<file path="src/rtl/i2s_pkg.sv">
// Shared FSM state encodings and channel constants for the I2S memory controller.
// Latency: none; this package holds types and constants only.
// Backpressure: none; this package holds types and constants only.
package i2s_pkg;

  typedef enum logic [2:0] {
    IDLE  = 3'd0,
    FETCH = 3'd1,
    HOLD  = 3'd2,
    ACK   = 3'd3,
    NEXT  = 3'd4
  } state_t;

  localparam logic LEFT  = 1'b0;
  localparam logic RIGHT = 1'b1;

endpackage

</file>
<file path="src/rtl/i2s_desc_slots.sv">
// Two-entry ping-pong buffer descriptor store with fill/release and slot selection.
// Latency: a write or release becomes visible on the outputs 1 cycle later.
// Backpressure: full is high when both slots are valid; writes are dropped while full.
module i2s_desc_slots #(
  parameter int ADDR_WIDTH = 24,
  parameter int SIZE_WIDTH = 24
) (
  input  logic                  clk,
  input  logic                  rst,
  input  logic                  wr,
  input  logic [ADDR_WIDTH-1:0] wr_base,
  input  logic [SIZE_WIDTH-1:0] wr_size,
  input  logic                  release_act,
  output logic                  full,
  output logic                  active,
  output logic                  act_vld,
  output logic [ADDR_WIDTH-1:0] act_base,
  output logic [SIZE_WIDTH-1:0] act_size,
  output logic                  other_vld,
  output logic [ADDR_WIDTH-1:0] other_base
);

  logic [1:0]            vld;
  logic [ADDR_WIDTH-1:0] base [2];
  logic [SIZE_WIDTH-1:0] size [2];

  logic [1:0] vld_rel;
  logic       active_rel;
  logic       wr_ok;
  logic       wr_slot;

  // Apply the release of the finished slot first, then place the write on what remains.
  always_comb begin
    vld_rel    = vld;
    active_rel = active;
    if (release_act) begin
      vld_rel[active] = 1'b0;
      active_rel      = ~active;
    end
    wr_ok = wr && (wr_size != '0) && !(&vld_rel);
    // Playing slot held: fill the other one. Nothing held: slot 0, which becomes active.
    if (vld_rel[active_rel])
      wr_slot = ~active_rel;
    else if (vld_rel == 2'b00)
      wr_slot = 1'b0;
    else
      wr_slot = active_rel;
  end

  // Descriptor registers and the active-slot pointer.
  always_ff @(posedge clk) begin
    if (rst) begin
      vld    <= 2'b00;
      active <= 1'b0;
      for (int i = 0; i < 2; i++) begin
        base[i] <= '0;
        size[i] <= '0;
      end
    end else begin
      vld    <= vld_rel;
      active <= active_rel;
      if (wr_ok) begin
        vld[wr_slot]  <= 1'b1;
        base[wr_slot] <= wr_base;
        size[wr_slot] <= wr_size;
        if (vld_rel == 2'b00)
          active <= 1'b0;
      end
    end
  end

  assign full       = &vld;
  assign act_vld    = vld[active];
  assign act_base   = base[active];
  assign act_size   = size[active];
  assign other_vld  = vld[~active];
  assign other_base = base[~active];

endmodule

</file>
<file path="src/rtl/i2s_mem_controller.sv">
// Feeds the I2S serializer from memory through two ping-pong descriptors; I2S_MONO_DUP_EN plays each word as L then R.
// Latency: mem_rd_req 1 cycle after a fetch decision; audio_data_ack 1 cycle after request seen in HOLD, falls 1 cycle after it drops.
// Backpressure: one sample held at a time; serializer requests with nothing held set the sticky underrun flag.
module i2s_mem_controller
  import i2s_pkg::*;
#(
  parameter int ADDR_WIDTH = 24,
  parameter int SIZE_WIDTH = 24
) (
  input  logic                  clk,
  input  logic                  rst,
  input  logic                  enable,
  input  logic                  buf_wr,
  input  logic [ADDR_WIDTH-1:0] buf_base,
  input  logic [SIZE_WIDTH-1:0] buf_size,
  output logic                  buf_full,
  output logic                  buf_done,
  output logic                  active_slot,
  output logic                  underrun,
  output logic                  mem_rd_req,
  output logic [ADDR_WIDTH-1:0] mem_rd_addr,
  input  logic                  mem_rd_ack,
  input  logic [31:0]           mem_rd_data,
  input  logic                  audio_data_request,
  output logic                  audio_data_ack,
  output logic [23:0]           audio_data,
  output logic                  audio_lr_bit
);

  state_t                state;
  logic [SIZE_WIDTH-1:0] idx;
  logic [SIZE_WIDTH-1:0] idx_nxt;
  logic                  act_vld;
  logic                  other_vld;
  logic [ADDR_WIDTH-1:0] act_base;
  logic [ADDR_WIDTH-1:0] other_base;
  logic [SIZE_WIDTH-1:0] act_size;
  logic                  release_act;

  assign idx_nxt     = idx + 1'b1;
  assign release_act = (state == NEXT) && (idx == act_size);

  i2s_desc_slots #(
    .ADDR_WIDTH (ADDR_WIDTH),
    .SIZE_WIDTH (SIZE_WIDTH)
  ) u_slots (
    .clk         (clk),
    .rst         (rst),
    .wr          (buf_wr),
    .wr_base     (buf_base),
    .wr_size     (buf_size),
    .release_act (release_act),
    .full        (buf_full),
    .active      (active_slot),
    .act_vld     (act_vld),
    .act_base    (act_base),
    .act_size    (act_size),
    .other_vld   (other_vld),
    .other_base  (other_base)
  );

  // Sequencer: fetch one word, hold it, run the 4-phase serializer handshake, then advance.
  always_ff @(posedge clk) begin
    if (rst) begin
      state          <= IDLE;
      idx            <= '0;
      mem_rd_req     <= 1'b0;
      mem_rd_addr    <= '0;
      audio_data_ack <= 1'b0;
      audio_data     <= '0;
      audio_lr_bit   <= LEFT;
      buf_done       <= 1'b0;
      underrun       <= 1'b0;
    end else begin
      buf_done <= 1'b0;
      if (audio_data_request && (state == IDLE || state == FETCH))
        underrun <= 1'b1;
      else if (buf_wr)
        underrun <= 1'b0;

      case (state)
        IDLE: begin
          if (enable && act_vld) begin
            state       <= FETCH;
            mem_rd_req  <= 1'b1;
            mem_rd_addr <= act_base + ADDR_WIDTH'(idx);
          end
        end
        FETCH: begin
          if (mem_rd_ack) begin
            mem_rd_req <= 1'b0;
            audio_data <= mem_rd_data[23:0];
`ifdef I2S_MONO_DUP_EN
            audio_lr_bit <= LEFT;
`else
            audio_lr_bit <= idx[0] ? RIGHT : LEFT;
`endif
            state <= HOLD;
          end
        end
        HOLD: begin
          if (enable && audio_data_request) begin
            audio_data_ack <= 1'b1;
            state          <= ACK;
          end
        end
        ACK: begin
          if (!audio_data_request) begin
            audio_data_ack <= 1'b0;
`ifdef I2S_MONO_DUP_EN
            // Left copy done: replay the same word on the right without refetching.
            if (audio_lr_bit == LEFT) begin
              audio_lr_bit <= RIGHT;
              state        <= HOLD;
            end else begin
              idx      <= idx_nxt;
              buf_done <= (idx_nxt == act_size);
              state    <= NEXT;
            end
`else
            idx      <= idx_nxt;
            buf_done <= (idx_nxt == act_size);
            state    <= NEXT;
`endif
          end
        end
        NEXT: begin
          if (idx == act_size) begin
            idx <= '0;
            if (enable && other_vld) begin
              state       <= FETCH;
              mem_rd_req  <= 1'b1;
              mem_rd_addr <= other_base;
            end else begin
              state <= IDLE;
            end
          end else if (enable) begin
            state       <= FETCH;
            mem_rd_req  <= 1'b1;
            mem_rd_addr <= act_base + ADDR_WIDTH'(idx);
          end else begin
            state <= IDLE;
          end
        end
        default: state <= IDLE;
      endcase
    end
  end

endmodule

</file>
<file path="config.mk">
export PLATFORM = sky130hd
export DESIGN_NAME = i2s_mem_controller
export DESIGN_NICKNAME = d
export VERILOG_FILES = /design/src/rtl/i2s_pkg.sv /design/src/rtl/i2s_desc_slots.sv /design/src/rtl/i2s_mem_controller.sv
export SDC_FILE = /design/constraint.sdc
export NUM_CORES = 1
export LEC_CHECK = 0
export ABC_AREA = 0
export BUFFER_PORTS_ARGS = -buffer_cell sky130_fd_sc_hd__buf_2
export CAP_MARGIN = 20
export CORE_AREA = 3 3 115 227
export DETAILED_ROUTE_END_ITERATION = 8
export DIE_AREA = 0 0 118 230
export GPL_ROUTABILITY_DRIVEN = 0
export SLEW_MARGIN = 20
export SYNTH_ARGS = -nofsm -noshare
export SYNTH_HDL_FRONTEND = slang
export SYNTH_SLANG_ARGS = --single-unit
</file>
<file path="constraint.sdc">
create_clock -name clk -period 7.8 [get_ports clk]
set_input_delay 0.39 -clock clk [delete_from_list [all_inputs] [get_ports clk]]
set_output_delay 0.39 -clock clk [all_outputs]
set_load 0.01 [all_outputs]
</file>
Word-level counts from Yosys, hierarchy flattened:

Memory sizes are Yosys's and may differ from the RTL's. A register that Yosys moved wholly into a read port is not among the register bits.
Cells that the tools add are included.

* add/subtract/negate cells: 2
* magnitude comparators: 6
* eq/ne operators: 13
* mux-type cells: 57
* bitwise logic cells: 6
* reduce and logical (&&, ||, !) cells: 30

Operators with widths (number)
* 2-to-1 mux 24 bit: 8
* case mux 24 bit (2 select lines): 2
* == test 24 bit: 2
* OR reduction 24 bit: 2
* 2-to-1 mux 1 bit: 35
* adder 24 x 1 -> 24 bit (second input constant): 1
* adder 24 bit: 1
* nonzero test 24 bit: 1
* 2-to-1 mux 3 bit: 5
* case mux 3 bit (5 select lines): 1
* logical AND 1 bit: 9
* < comparator 1 x 2 -> 1 bit (second input constant): 4
* AND reduction 4 bit: 2
* nonzero test 2 bit: 4
* == test 3 x 2 -> 1 bit (second input constant): 2
* != test 2 bit (second input constant): 3
* != test 3 x 2 -> 1 bit (second input constant): 2
* AND reduction 2 bit: 3
* AND reduction 3 bit: 2
* AND reduction 5 bit: 1
* 2-to-1 mux 2 bit: 2
* != test 2 x 1 -> 1 bit (second input constant): 2
* == test 3 x 1 -> 1 bit (second input constant): 1
* == test 3 bit (second input constant): 1
* other kinds (14): 18

* flip-flop bits (word level): 83
* bits in writable memories: 96
* input bits: 86
* output and inout bits: 55
* word-level logic and storage cells: 127
* memories kept: 2

Memory list
* u_slots.base: words 2, width 24, read ports 2, clocked after Yosys merged registers in 1, wr ports 2, RTL line i2s_desc_slots.sv:24 `logic [ADDR_WIDTH-1:0] base [2];`
* u_slots.size: words 2, width 24, read ports 1, clocked after Yosys merged registers in 1, wr ports 2, RTL line i2s_desc_slots.sv:25 `logic [SIZE_WIDTH-1:0] size [2];`

Logic depth before layout (Yosys ltp):

Gate-level depths: netlist of run 1.

* word-level depth: 16
* gate-level depth with buffers: 17
* gate-level depth less buffers: 12

Cells and area by module:

From an unflattened synthesis of run 1, not the netlist that was laid out.

* cell total of the unflattened synthesis: 998
* area total of the unflattened synthesis: 10024.6 um^2

Modules (own cells, without submodules)
* i2s_mem_controller: instances 1, cells an instance 677, area each 5287.6 um^2, sequential area each 1601.5 um^2
* i2s_desc_slots: instances 1, cells an instance 321, area each 4737.0 um^2, sequential area each 2942.8 um^2

Least setup slack after synthesis of run 1:

Ideal clock, no wire load.

* path kind: flip-flop to flip-flop
* start: register u_slots.active
* end: register mem_rd_addr[15]
* setup time: 0.132 ns
* arrival time: 4.085 ns
* data required time: 7.668 ns
* setup slack: 3.582 ns
* cell stages (with the launch flop): 16
* buffers on the path: 5
* period minus slack after synthesis: 4.218 ns
* cells stage by stage: dfxtp_1 buf_6 buf_6 buf_1 clkbuf_1 buf_1 mux2_2 ha_1 o211ai_1 o21a_1 a211oi_1 o21a_1 nor4b_1 or4_1 nand3_1 a21oi_1

* word-level cells in the longest chain between the ends: 5
* elaborated cells on any way between the ends: 14
* classes of those cells: 2 x eq/ne; 7 x mux; 1 x bitwise; 3 x reduce/logical; 1 x memory

RTL lines
* start, declared: RTL line i2s_desc_slots.sv:15 `output logic active,`
* start signal, assigned: RTL line i2s_desc_slots.sv:61 `active <= active_rel;`
* NOT 1 bit (tied with other cells): RTL line i2s_desc_slots.sv:77 `assign other_base = base[~active];`
* memory (2 x 24 bit) (tied with other cells)
* 2-to-1 mux 24 bit (tied with other cells): RTL line i2s_mem_controller.sv:130 `if (enable && other_vld) begin`
* 2-to-1 mux 24 bit (tied with other cells): RTL line i2s_mem_controller.sv:128 `if (idx == act_size) begin`
* case mux 24 bit (2 select lines) / AND reduction 4 bit (equally long branches)
* end signal, assigned: RTL line i2s_mem_controller.sv:86 `mem_rd_addr <= act_base + ADDR_WIDTH'(idx);`
* end signal, assigned: RTL line i2s_mem_controller.sv:133 `mem_rd_addr <= other_base;`
* end signal, assigned: RTL line i2s_mem_controller.sv:140 `mem_rd_addr <= act_base + ADDR_WIDTH'(idx);`
* end, declared: RTL line i2s_mem_controller.sv:21 `output logic [ADDR_WIDTH-1:0] mem_rd_addr,`

Several ways; a longest one is shown, not always the timed one. The select of a mux whose other input is x is not followed.
A chain may end at the register's enable or synchronous reset.

==> results of run 1 <==
[per-layer routing]
| layer | vias up | global-route usage, % |
|---|---|---|
| met5 | - | 0 |
| met4 | 0 | 8.00 |
| met3 | 34 | 3.49 |
| met2 | 190 | 34.1 |
| met1 | 3390 | 17.3 |
| li1 | 3639 | - |
[placed cells by master (no fill, tap or decap), types with 3 or more instances in the layout]
cell / count
nor2b_1: 6
and3_1: 12
clkbuf_16: 17
a21oi_1: 67
xor2_1: 38
o21a_1: 8
inv_6: 8
a21o_1: 6
nor4_2: 3
buf_4: 7
nor3b_1: 4
a211oi_1: 13
o21ai_0: 24
edfxtp_1: 96
nand4_1: 11
ha_1: 24
nor2_1: 76
mux2i_1: 52
or3_1: 4
dfxtp_1: 82
and2_1: 105
o211a_1: 3
nand2b_1: 13
nand2_1: 101
nor3_1: 7
a31oi_1: 7
nor4_1: 12
xnor2_1: 45
o211ai_1: 14
buf_2: 132
mux2_2: 28
nand3_1: 14
inv_1: 8
[worst reg2reg max path, stage by stage (launching register included)]
cell	delay, ns
dfxtp_4	0.65
mux2i_2	0.44
xnor2_1	0.14
nor4_1	0.34
nand4_1	0.41
or2_1	0.71
a2111oi_4	0.50
or2_2	0.45
buf_4	0.51
[cell type report]
| cell class | count | area share (%) |
|---|---|---|
| Clock buffer | 18 | 3.83 |
| Multi-Input combinational cell | 733 | 43.8 |
| Clock inverter | 14 | 1.44 |
| Sequential cell | 179 | 40.6 |
| Tap cell | 332 | 3.71 |
| Timing Repair Buffer | 139 | 6.37 |
| Inverter | 8 | 0.268 |
[flip-flops by register name, indices dropped and copies added (netlist names), 2 cells and up]
name / count
u_slots.base: 48
u_slots.size: 48
audio_data: 24
idx: 24
mem_rd_addr: 24
state: 3
u_slots.vld: 2
[kinds of logic after synthesis]
| logic type | count (synthesis) |
|---|---|
| buf+inv | 59 |
| flops | 179 |
| xor+xnor | 83 |
| simple gates | 380 |
| mux | 82 |
| compound gates | 163 |
| fa+ha+maj | 25 |
[metrics by stage]
step                setup WS [ns]  util, %  hold slack, ns  cell area (µm²)
floorplan                    3.58        -           0.474             9730
global placement             3.26     43.1           0.439            10600
detailed placement           3.26     43.1           0.444            10600
CTS                          3.24     45.5           0.156            11200
global route                 3.05     45.5           0.166            11200
finish                       3.27     45.5           0.177            11200
[path summary, 6_finish.rpt]
kind | cells past startpoint | endpoint | start | slack, ns
min | 3 | audio_data[14] | mem_rd_data[14] | 0.18
max | 8 | u_slots.base[1][22] | u_slots.active | 3.27
min reg2reg | 2 | audio_data[4] | audio_data[4] | 0.45
max reg2reg | 8 | u_slots.base[1][22] | u_slots.active | 3.27
[power by group through the flow]
stage | sequential (mW) | clock (mW) | combinational [mW]
after floorplan | 1.09 | 0 | 0.141
after global placement | 1.08 | 0 | 0.226
after detailed placement | 1.09 | 0 | 0.226
after CTS | 1.06 | 0.889 | 0.227
after global routing | 1.07 | 0.930 | 0.247
final | 1.06 | 0.868 | 0.223
==> results.py, run 1 <==
metrics = {
    "yosys": {
        "synth_warnings": 0,
        "synth_largest_area_cell": "edfxtp_1",
        "synth-simple-area-share_pct": 20.0,
        "synth_area_per_cell_um2": 10.0,
        "synth_top_family_by_area": "simple AND/OR/NAND/NOR gates",
        "synthTopCellsByArea": "edfxtp_1 30%, dfxtp_1 17%, and2_1 6.8%, mux2i_1 5.3%, xnor2_1 4.1%",
        "ys_ff_latch": 179,
        "synth.cell_area_mm2": 0.00973,
        "synthCells": 971,
        "ys_async_sr_fraction_pct": 0,
        "synth_cell_type_count": 59,
        "synth_xor_area_share_pct": 7.47,
        "ys_seq_area_share_pct": 46.7,
        "synth_edf_count": 96,
        "synth-compound-area-share_pct": 10.6,
        "synth_adder_area_share_pct": 3.29,
        "synth.most_common_cell": "and2_1",
        "netlist_top_cells_count": "105 x and2_1, 101 x nand2_1, 96 x edfxtp_1, 83 x dfxtp_1, 77 x nor2_1",
        "synth_ff_type": "edfxtp_1",
        "synth_mux_area_share_pct": 8.96,
        "netlist.area_leader.share_pct": 29.6,
        "syn_nets": 1082,
    },
    "grt": {
        "grt_pass1_vias": 7173,
        "antenna_found_initial": 0,
        "gr-total-overflow": 0,
        "grt_usage_pct": 17.4,
        "grt_pass1_wl_mm": 37.0,
        "grt_max_degree": 61,
    },
    "clocking": {
        "cts_buffer_depth": 2,
        "h-tree-depth": 4,
        "cts_buffers": 17,
        "postCtsSetupRepairBufs": 0,
        "clk_pin_slew_ns": 0.07,
        "cts_tree": "done",
        "holdBufCountCts": 0,
        "clock_latency_ns": 0.45,
        "clock_sinks": 179,
        "cts_resized": 0,
        "root_buffer": "clkbuf_16",
    },
    "timing": {
        "skew_ns": 0.00899,
        "tightest_slew_ns": 1.01,
        "max_freq_mhz": 221,
        "drv_slew": 0,
        "min_period_over_period_pct": 58.0,
        "fin_crit_ns": 4.53,
        "max_slew_margin_pct": 31.8,
        "rsz0062_at_grt": "false",
        "setup_viol": 0,
        "final-hold-violation-count": 0,
        "tns_ns": 0,
    },
    "floorplanning": {
        "fp.coreArea_mm2": 0.0246,
        "die_w_um": 118,
        "die_h_um": 230,
        "die-area_mm2": 0.0271,
        "fp-row-count": 81,
        "num_io_pins": 141,
        "start_util_pct": 39.5,
    },
    "finish": {
        "ff_latch_area_mm2": 0.00455,
        "area_growth_pct": 15.1,
        "antenna_cells": 0,
        "final_nets": 1189,
        "drive_above_1_share_pct": 19.3,
        "fillers": 2384,
        "multiInputGateArea_mm2": 0.00490,
        "fin_cells": 1423,
    },
    "place": {
        "dp.cells": 1391,
        "dp_hpwl_mm": 17.7,
        "io_buffers": 132,
    },
    "outcome": {
        "status": "complete, no violations",
    },
    "route": {
        "wire_per_inst_um": 16.5,
        "ant_nets": 0,
        "drt_wl_total_mm": 23.5,
        "drcViolationCount": 0,
        "drt-pass1-iter-count": 4,
        "dr_total_vias": 7253,
        "wl_met1_mm": 8.87,
        "dr_wl_met3_um": 926,
        "drt_iter0_drc": 346,
        "via_per_inst": 5.10,
        "wl_met2_mm": 12.9,
        "highest_layer": "met4",
    },
    "power": {
        "switchingPower_mw": 0.538,
        "p_sw_share_pct": 25.0,
        "power_frac_comb_pct": 10.4,
        "vdd_drop_max_mv": 0.154,
        "pwr-share-seq_pct": 49.4,
        "p_per_area_mw_per_mm2": 192,
        "power_frac_clock_pct": 40.3,
        "power_mw": 2.16,
        "p_int_mw": 1.62,
        "p_leak_nw": 4.35,
    },
    "critical_path": {
        "end_kind": "register",
        "cp_top_family": "simple AND/OR/NAND/NOR gates",
        "critPathBufInv": 1,
        "worstSetupStartpointType": "register",
        "crit_fanout": 35,
        "path_cells": "mux2i_2 -> xnor2_1 -> nor4_1 -> nand4_1 -> or2_1 -> a2111oi_4 -> or2_2 -> buf_4",
        "arrival_ns": 4.62,
        "crit_type": "reg -> reg",
        "cp.required_ns": 7.89,
        "cpMaxStageDelayCell": "or2_1",
        "cp_slowest_stage_delay_ns": 0.70,
    },
    "run": {
        "drv_cap": 0,
    },
    "hold_path": {
        "min_path_type": "in -> reg",
    },
}
(Power assumes the default switching activity.)
==> run 2, diff against run 1 <==
==> constraint.sdc (replaced) <==
create_clock -name clk -period 4.55 [get_ports clk]
set_input_delay 0.2275 -clock clk [delete_from_list [all_inputs] [get_ports clk]]
set_output_delay 0.2275 -clock clk [all_outputs]
set_load 0.01 [all_outputs]
==> run 2 against run 1 <==
  * Final area rose by 1.2%
  * Maximum frequency rose by 18%
  * Setup slack got worse by 2.6 ns
  * Sequential power rose by 73%
  * Highest routed layer unchanged
==> results.py, run 2 (same netlist as run 1, synthesis figures left out) <==
metrics = {
    "outcome": {
        "status": "complete, no violations",
    },
    "timing": {
        "skew_ns": 0.0112,
        "setup_viol": 0,
        "drv_slew": 0,
        "tns_ns": 0,
        "tightest_slew_ns": 1.01,
        "final-hold-violation-count": 0,
        "max_slew_margin_pct": 31.8,
        "fin_ws_ns": 0.701,
        "min_period_over_period_pct": 84.6,
        "rsz0062_at_grt": "false",
        "max_freq_mhz": 260,
        "fin_crit_ns": 3.85,
    },
    "place": {
        "io_buffers": 132,
        "dp_worst_setup_slack_ns": 0.733,
        "dp_hpwl_mm": 18.1,
    },
    "power": {
        "pwr-share-seq_pct": 50.3,
        "vdd_drop_max_mv": 0.252,
        "p_leak_nw": 4.41,
        "power_frac_clock_pct": 38.8,
        "p_sw_share_pct": 25.1,
        "power_frac_comb_pct": 10.9,
        "p_per_area_mw_per_mm2": 320,
        "switchingPower_mw": 0.911,
        "p_int_mw": 2.72,
    },
    "route": {
        "drcViolationCount": 0,
        "drt_iter0_drc": 373,
        "ant_nets": 0,
        "drt-pass1-iter-count": 4,
        "dr_total_vias": 7303,
        "wire_per_inst_um": 16.6,
        "drt_wl_total_mm": 23.9,
        "via_per_inst": 5.08,
    },
    "clocking": {
        "root_buffer": "clkbuf_16",
        "cts_buffers": 17,
        "postCtsSetupRepairBufs": 0,
        "clock_latency_ns": 0.44,
        "cts_buffer_depth": 2,
        "cts_tree": "done",
        "clock_sinks": 179,
        "h-tree-depth": 4,
        "cts_resized": 0,
        "clk_pin_slew_ns": 0.07,
    },
    "finish": {
        "drive_above_1_share_pct": 20.0,
        "area_growth_pct": 16.5,
        "antenna_cells": 0,
        "final_common_cell": "buf_2",
        "reg_top3": "u_slots.base (48), u_slots.size (48)",
        "final_nets": 1204,
        "final_cell_mix": "132 x buf_2, 105 x and2_1, 101 x nand2_1, 96 x edfxtp_1, 82 x dfxtp_1",
    },
    "floorplanning": {
        "die_w_um": 118,
        "start_util_pct": 39.5,
        "die-area_mm2": 0.0271,
        "die_h_um": 230,
        "fp-row-count": 81,
        "fp.coreArea_mm2": 0.0246,
        "num_io_pins": 141,
    },
    "critical_path": {
        "end_kind": "register",
        "cp.required_ns": 4.86,
        "r2r-start": "u_slots.active",
        "r2r_cells": 12,
        "arrival_ns": 4.16,
        "r2r_end": "mem_rd_addr[15]",
        "crit_fanout": 28,
        "worstSetupStartpointType": "register",
        "reg2reg_slack_ns": 0.70,
        "crit_type": "reg -> reg",
    },
    "run": {
        "drv_cap": 0,
    },
    "grt": {
        "gr-total-overflow": 0,
        "grt_usage_pct": 17.9,
        "grt_pass1_vias": 7352,
        "grt_max_degree": 50,
        "antenna_found_initial": 0,
        "grt_pass1_wl_mm": 38.1,
    },
    "hold_path": {
        "min_to": "audio_data[15]",
        "min_path_type": "in -> reg",
        "min_from": "mem_rd_data[15]",
        "hold_path_depth": 3,
    },
}
==> run 2: how the worst max path moves through the flow <==
stage | slack [ns] | endpoint | startpoint
after floorplan | 0.33 | mem_rd_addr[15] | u_slots.active
after global placement | 0.73 | mem_rd_addr[15] | u_slots.active
after detailed placement | 0.73 | mem_rd_addr[15] | u_slots.active
after CTS | 0.71 | mem_rd_addr[15] | u_slots.active
after global routing | 0.44 | mem_rd_addr[15] | u_slots.active
final | 0.70 | mem_rd_addr[15] | u_slots.active
==> run 2: routing by layer <==
metal / vias to the layer above / GRT usage [%] / wire length, µm
met3: 59 / 3.25 / 931
met2: 194 / 33.6 / 12800
li1: 3691 / - / -
met1: 3359 / 18.2 / 8860
met4: 0 / 10.9 / 1270
met5: - / 0 / 0
==> run 2: what timing repair did <==
item                                    CTS  global route
hold buffers                              2             0
hold endpoints to repair                  2             0
endpoints found under the setup margin    0             0
==> run 2: cell type report <==
cell class / instances / area, µm²
fillers: 2399 / 13300
clock inverters: 13 / 129
repair buffers: 154 / 881
well taps: 332 / 415
inverters: 8 / 30.0
multi-input cells: 733 / 4900
clock buffers: 19 / 433
flip-flops and latches: 179 / 4550
==> run 2: per-stage QoR <==
step | utilization (%) | hold slack (ns) | total power [mW] | instance area [µm²] | cells
2_1_floorplan | - | 0.311 | 2.11 | 9730 | 971
3_3_place_gp | 43.7 | 0.439 | 2.25 | 10800 | 1404
3_5_place_dp | 43.7 | 0.444 | 2.26 | 10800 | 1404
4_1_cts | 46.0 | 0.000482 | 3.67 | 11300 | 1438
5_1_grt | 46.0 | 0.0159 | 3.79 | 11300 | 1438
6_report | 46.0 | 0.0264 | 3.63 | 11300 | 1438
==> run 2: critical path, stage by stage, from the launching register on <==
cell,delay (ns)
dfxtp_4,0.66
buf_12,0.27
mux2i_1,0.36
inv_1,0.08
ha_1,0.29
a211oi_1,0.23
o21a_1,0.25
a211oi_1,0.15
o211ai_1,0.55
nor3b_1,0.11
or4_1,0.53
nand3_1,0.13
a21oi_1,0.08
==> run 2: power groups by stage <==
stage	clock [mW]	combinational [mW]	sequential [mW]
2_1_floorplan	0	0.242	1.87
3_3_place_gp	0	0.396	1.86
3_5_place_dp	0	0.400	1.86
4_1_cts	1.44	0.403	1.83
5_1_grt	1.51	0.441	1.84
6_report	1.41	0.396	1.83
